$ cat config.mk
export PLATFORM = sky130hd
export DESIGN_NAME = return_addr_stack
export DESIGN_NICKNAME = d
export VERILOG_FILES = /design/src/rtl/musa_pkg.sv /design/src/rtl/return_stack_mem.sv /design/src/rtl/return_addr_stack.sv
export SDC_FILE = /design/constraint.sdc
export NUM_CORES = 1
export LEC_CHECK = 0
export ABC_AREA = 1
export CAP_MARGIN = 20
export CORE_MARGIN = 2
export CORE_UTILIZATION = 58
export CTS_CLUSTER_DIAMETER = 30
export CTS_CLUSTER_SIZE = 14
export DETAILED_ROUTE_END_ITERATION = 12
export PLACE_DENSITY = 0.75
export SKIP_LAST_GASP = 1
export SYNTH_ARGS = -nofsm -noshare
export SYNTH_HDL_FRONTEND = slang
export SYNTH_SLANG_ARGS = --single-unit
$ cat constraint.sdc
create_clock -name clk -period 4.5 [get_ports clk]
set_clock_uncertainty 0.1 [all_clocks]
set_input_delay 0.9 -clock clk [delete_from_list [all_inputs] [get_ports clk]]
set_output_delay 0.9 -clock clk [all_outputs]
set_load 0.1 [all_outputs]
$ cat src/rtl/musa_pkg.sv
// Shared definitions for the MUSA core: address width, control opcodes and
// the return-stack operation encoding.
package musa_pkg;

    localparam int ADDR_WIDTH = 32;

    localparam logic [5:0] OP_CALL = 6'b000011;
    localparam logic [5:0] OP_RET  = 6'b000001;

    typedef enum logic [1:0] {
        STK_NONE    = 2'b00,
        STK_PUSH    = 2'b01,
        STK_POP     = 2'b10,
        STK_REPLACE = 2'b11
    } stack_op_e;

    // Push and pop together means a tail call: the top entry is replaced.
    function automatic stack_op_e decode_op(input logic push, input logic pop);
        stack_op_e op;
        case ({push, pop})
            2'b10:   op = STK_PUSH;
            2'b01:   op = STK_POP;
            2'b11:   op = STK_REPLACE;
            default: op = STK_NONE;
        endcase
        return op;
    endfunction

endpackage

$ cat src/rtl/return_stack_mem.sv
// Return-stack storage: one synchronous write port, one asynchronous read
// port, deliberately without reset (empty gating in the top hides stale data).
module return_stack_mem #(
    parameter int ADDR_WIDTH = 32,
    parameter int DEPTH      = 8,
    parameter int PTR_W      = $clog2(DEPTH)
) (
    input  logic                  clk_i,
    input  logic                  we_i,
    input  logic [PTR_W-1:0]      waddr_i,
    input  logic [ADDR_WIDTH-1:0] wdata_i,
    input  logic [PTR_W-1:0]      raddr_i,
    output logic [ADDR_WIDTH-1:0] rdata_o
);

    logic [ADDR_WIDTH-1:0] mem_q [DEPTH];

    // Write port
    always_ff @(posedge clk_i) begin
        if (we_i) begin
            mem_q[waddr_i] <= wdata_i;
        end
    end

    assign rdata_o = mem_q[raddr_i];

endmodule

$ cat src/rtl/return_addr_stack.sv
// Circular return-address stack driven by CALL/RET decode; operations take
// effect only on the commit strobe, with sticky overflow/underflow flags.
module return_addr_stack #(
    parameter int ADDR_WIDTH = musa_pkg::ADDR_WIDTH,
    parameter int DEPTH      = 8
) (
    input  logic                  clk,
    input  logic                  reset,
    input  logic                  push,
    input  logic                  pop,
    input  logic                  commit,
    input  logic [ADDR_WIDTH-1:0] push_addr,
    input  logic                  clear_err,
    output logic [ADDR_WIDTH-1:0] top_addr,
    output logic                  empty,
    output logic                  full,
    output logic [$clog2(DEPTH):0] count,
    output logic                  overflow,
    output logic                  underflow
);

    import musa_pkg::*;

    localparam int PTR_W = $clog2(DEPTH);
    localparam int CNT_W = PTR_W + 1;
    localparam logic [PTR_W-1:0] PTR_ONE  = PTR_W'(1'b1);
    localparam logic [CNT_W-1:0] CNT_ONE  = CNT_W'(1'b1);
    localparam logic [CNT_W-1:0] CNT_FULL = CNT_W'(DEPTH);

    logic [PTR_W-1:0]      wp_q, wp_d;
    logic [CNT_W-1:0]      count_q, count_d;
    logic                  overflow_q, overflow_d;
    logic                  underflow_q, underflow_d;
    logic                  we_s;
    logic [PTR_W-1:0]      waddr_s;
    logic [PTR_W-1:0]      top_ptr_s;
    logic [ADDR_WIDTH-1:0] rdata_s;
    logic                  empty_s;
    logic                  full_s;
    logic                  set_ovf_s;
    logic                  set_unf_s;
    stack_op_e             op_s;

    assign empty_s   = (count_q == {CNT_W{1'b0}});
    assign full_s    = (count_q == CNT_FULL);
    assign top_ptr_s = wp_q - PTR_ONE;

    // Next-state decode for pointer, count, write port and error flags
    always_comb begin
        wp_d      = wp_q;
        count_d   = count_q;
        we_s      = 1'b0;
        waddr_s   = wp_q;
        set_ovf_s = 1'b0;
        set_unf_s = 1'b0;
        op_s      = STK_NONE;
        if (commit) begin
            op_s = decode_op(push, pop);
        end else begin
            op_s = STK_NONE;
        end
        case (op_s)
            STK_PUSH: begin
                we_s = 1'b1;
                wp_d = wp_q + PTR_ONE;
                if (full_s) begin
                    set_ovf_s = 1'b1;
                end else begin
                    count_d = count_q + CNT_ONE;
                end
            end
            STK_POP: begin
                if (empty_s) begin
                    set_unf_s = 1'b1;
                end else begin
                    wp_d    = wp_q - PTR_ONE;
                    count_d = count_q - CNT_ONE;
                end
            end
            STK_REPLACE: begin
                we_s = 1'b1;
                // On an empty stack there is no top to replace, so it degrades to a push.
                if (empty_s) begin
                    wp_d      = wp_q + PTR_ONE;
                    count_d   = count_q + CNT_ONE;
                    set_unf_s = 1'b1;
                end else begin
                    waddr_s = top_ptr_s;
                end
            end
            default: begin
                we_s = 1'b0;
            end
        endcase
        overflow_d  = set_ovf_s | (overflow_q & ~clear_err);
        underflow_d = set_unf_s | (underflow_q & ~clear_err);
    end

    // State registers
    always_ff @(posedge clk or negedge reset) begin
        if (!reset) begin
            wp_q        <= {PTR_W{1'b0}};
            count_q     <= {CNT_W{1'b0}};
            overflow_q  <= 1'b0;
            underflow_q <= 1'b0;
        end else begin
            wp_q        <= wp_d;
            count_q     <= count_d;
            overflow_q  <= overflow_d;
            underflow_q <= underflow_d;
        end
    end

    return_stack_mem #(
        .ADDR_WIDTH (ADDR_WIDTH),
        .DEPTH      (DEPTH),
        .PTR_W      (PTR_W)
    ) u_mem (
        .clk_i   (clk),
        .we_i    (we_s),
        .waddr_i (waddr_s),
        .wdata_i (push_addr),
        .raddr_i (top_ptr_s),
        .rdata_o (rdata_s)
    );

    assign top_addr  = empty_s ? {ADDR_WIDTH{1'b0}} : rdata_s;
    assign empty     = empty_s;
    assign full      = full_s;
    assign count     = count_q;
    assign overflow  = overflow_q;
    assign underflow = underflow_q;

endmodule
==> metrics.yaml <==
syn_nets: 964
area_growth_pct: 27.6
dieHeight_um: 141
cts_buffer_depth: 3
io_pins: 78
h-tree-depth: 2
cts_buffers: 46
die_area_sq_um: 19800
hold_path_end: "underflow"
startpoint_type: "flip-flop"
fin_crit_ps: 3980
synth_adder_area_share_pct: 0.645
worstPathArrival_ps: 2980
final_max_slew_viol_count: 0
mostFrequentLayoutCells: "edfxtp_1 (256), nor2_1 (202), nand2_1 (147)"
crit_top_cell: "nand2_1"
fp.coreArea_sq_um: 18500
grt_max_degree: 131
vias: 7490
worstSkewPairLatency_ps: 540
syn_area_sq_um: 10900
hold_class: "reg2reg"
path_depth: 8
syn-instance-count: 921
nFillCells: 1091
drive_gt1_share_pct: 14.1
antenna_found_initial: 0
r2r_slack_ps: 1210
reg2reg_from: "count[1]"
ys_seq_elements: 265
grt_pass1_wl_um: 39600
crit_buf_inv: 3
vias_per_cell: 5.85
slowest_stage: "buf_4"
cts_setup_buffers: 0
hold-worst-slack_ps: 439
finalCritPeriodShare_pct: 88.5
track_usage_pct: 26.0
postCtsHoldBufs: 0
relSlewSlack_pct: 35.4
gp_congestion: 0.785
grt_remaining_overflow: 0
clock.fmax_ghz: 0.251
cts-root-buf: "clkbuf_16"
final_hold_viol_count: 0
drt-initial-drc-count: 727
remaining_drc_errors: 0
row_count: 50
synth_top_family_by_area: "simple AND/OR/NAND/NOR gates"
cts_sinks: 265
synth.area.mux_share_pct: 0
layout_setup_ws_ps: 518
die_w_um: 141
antenna_left: 0
rsz0062_at_grt: "false"
reg2reg_depth: 7
cpLargestDelayFamily: "buffers and inverters"
io_buffers: 77
cts_resized: 0
reg2reg_to: "u_mem.mem_q[0][28]"
start_util_pct: 58.7
post-place-ws_ps: 883
hpwlAfterDp_um: 12800
setup_viol: 0
yosysSeqAreaShare_pct: 72.8
drtPass1Iterations: 5
synth_cell_types: 25
avgSynthCellArea_sq_um: 11.8
worst_slew_pin_slew_ps: 966
n_antenna_cell: 0
synth_compound_area_share_pct: 7.93
seqCellArea_sq_um: 7920
layout_commonest_cell: "edfxtp_1"
yosysWarnings: 0
hp-start: "underflow"
nets: 1053
wirelength_um: 25600
synth_top_area_share_pct: 70.7
synthXorXnorAreaFrac_pct: 0.161
yosysTopAreaCell: "edfxtp_1"
critPathKind: "reg2out"
tritoncts: "yes"
critical_path_required_ps: 3500
cap_violations: 0
synth-simple-area-share_pct: 15.1
whs_path_depth: 2
end_kind: "primary output"
grt_pass1_vias: 7580
cp_max_fo: 64
outcome: "finished clean"
multi_input_area_sq_um: 2650
wl_per_cell_um: 20.0
cts.clk_slew.worst_paths_ps: 50
tns_ps: 0
crit_chain: "inv_1 -> ha_2 -> buf_4 -> o21ai_0 -> o22ai_1 -> nand2_1 -> nand2_1 -> buf_12"
cp_slowest_stage_delay_ps: 590
synth_top_cells_by_area: "edfxtp_1 (71%), nor2_1 (7.3%), o21ai_0 (5.8%)"
==> area by class of cell <==
class	instances	area share [%]
multi-input combinational	583	19.1
inverter	21	0.578
sequential	265	57.1
timing repair buffer	93	9.31
clock buffer	51	8.59
tap	234	2.11
clock inverter	34	3.17
==> state kept, by name (all words and copies together), names as in the netlist <==
| name | cells |
|---|---|
| u_mem.mem_q | 256 |
| count | 4 |
| overflow | 1 |
| underflow | 1 |
| wp_q | 3 |
==> kinds of logic after synthesis <==
family,Yosys count
buffers and inverters,73
DFF,265
AOI/OAI and AO/OA,164
xor gates and xnor gates,2
adders and majority gates,5
and+or+nand+nor,412
==> per-stage QoR <==
stage / std cells / utilization (%) / cell area [sq um]
2_1_floorplan: 921 / - / 10900
3_3_place_gp: 1195 / 65.9 / 12200
3_5_place_dp: 1195 / 65.9 / 12200
4_1_cts: 1280 / 74.7 / 13800
5_1_grt: 1281 / 74.9 / 13900
6_report: 1281 / 74.9 / 13900
==> routing by layer <==
layer / global-route usage [%] / vias up / wire (um) / part of all wire [%]
li1: - / 3431 / - / -
met1: 34.3 / 3619 / 10200 / 40
met2: 43.1 / 380 / 12800 / 50
met3: 4.52 / 60 / 1850 / 7.2
met4: 11.6 / 0 / 731 / 2.9
met5: 0 / - / 0 / 0
==> Yosys cell counts <==
master	n
buf_1	2
buf_2	19
buf_4	10
buf_6	3
clkbuf_1	13
clkbuf_2	5
dfrtp_1	9
edfxtp_1	256
fa_1	1
ha_1	4
inv_1	17
inv_2	4
nand2_1	147
nand2_2	2
nand2_4	2
nand3_1	47
nand4_1	1
nor2_1	210
nor2_2	2
nor2_4	1
o21ai_0	127
o21ai_1	4
o22ai_1	33
xnor2_1	1
xor2_1	1
==> worst reg2reg max path, cell delays in order, from the launching register on <==
cell     delay [ps]
dfrtp_1         440
nor2_2          250
nand2_2         440
buf_4           420
nand3_1         130
nand3_1         320
nor2_4          640
buf_12          260
==> worst max path at each step <==
| stage | startpoint | to | slack, ps |
|---|---|---|---|
| finish | wp_q[1] | top_addr[6] | 520 |
| global route | wp_q[1] | top_addr[6] | 400 |
| floorplan | count[3] | u_mem.mem_q[0][0] | 890 |
| global placement | commit | u_mem.mem_q[0][26] | 970 |
| CTS | wp_q[1] | top_addr[6] | 520 |
| detailed placement | commit | u_mem.mem_q[0][26] | 880 |
Power is left out: the tool's default activity adds up to more than one toggle a clock period on the data nets, which glitch-free logic cannot reach.
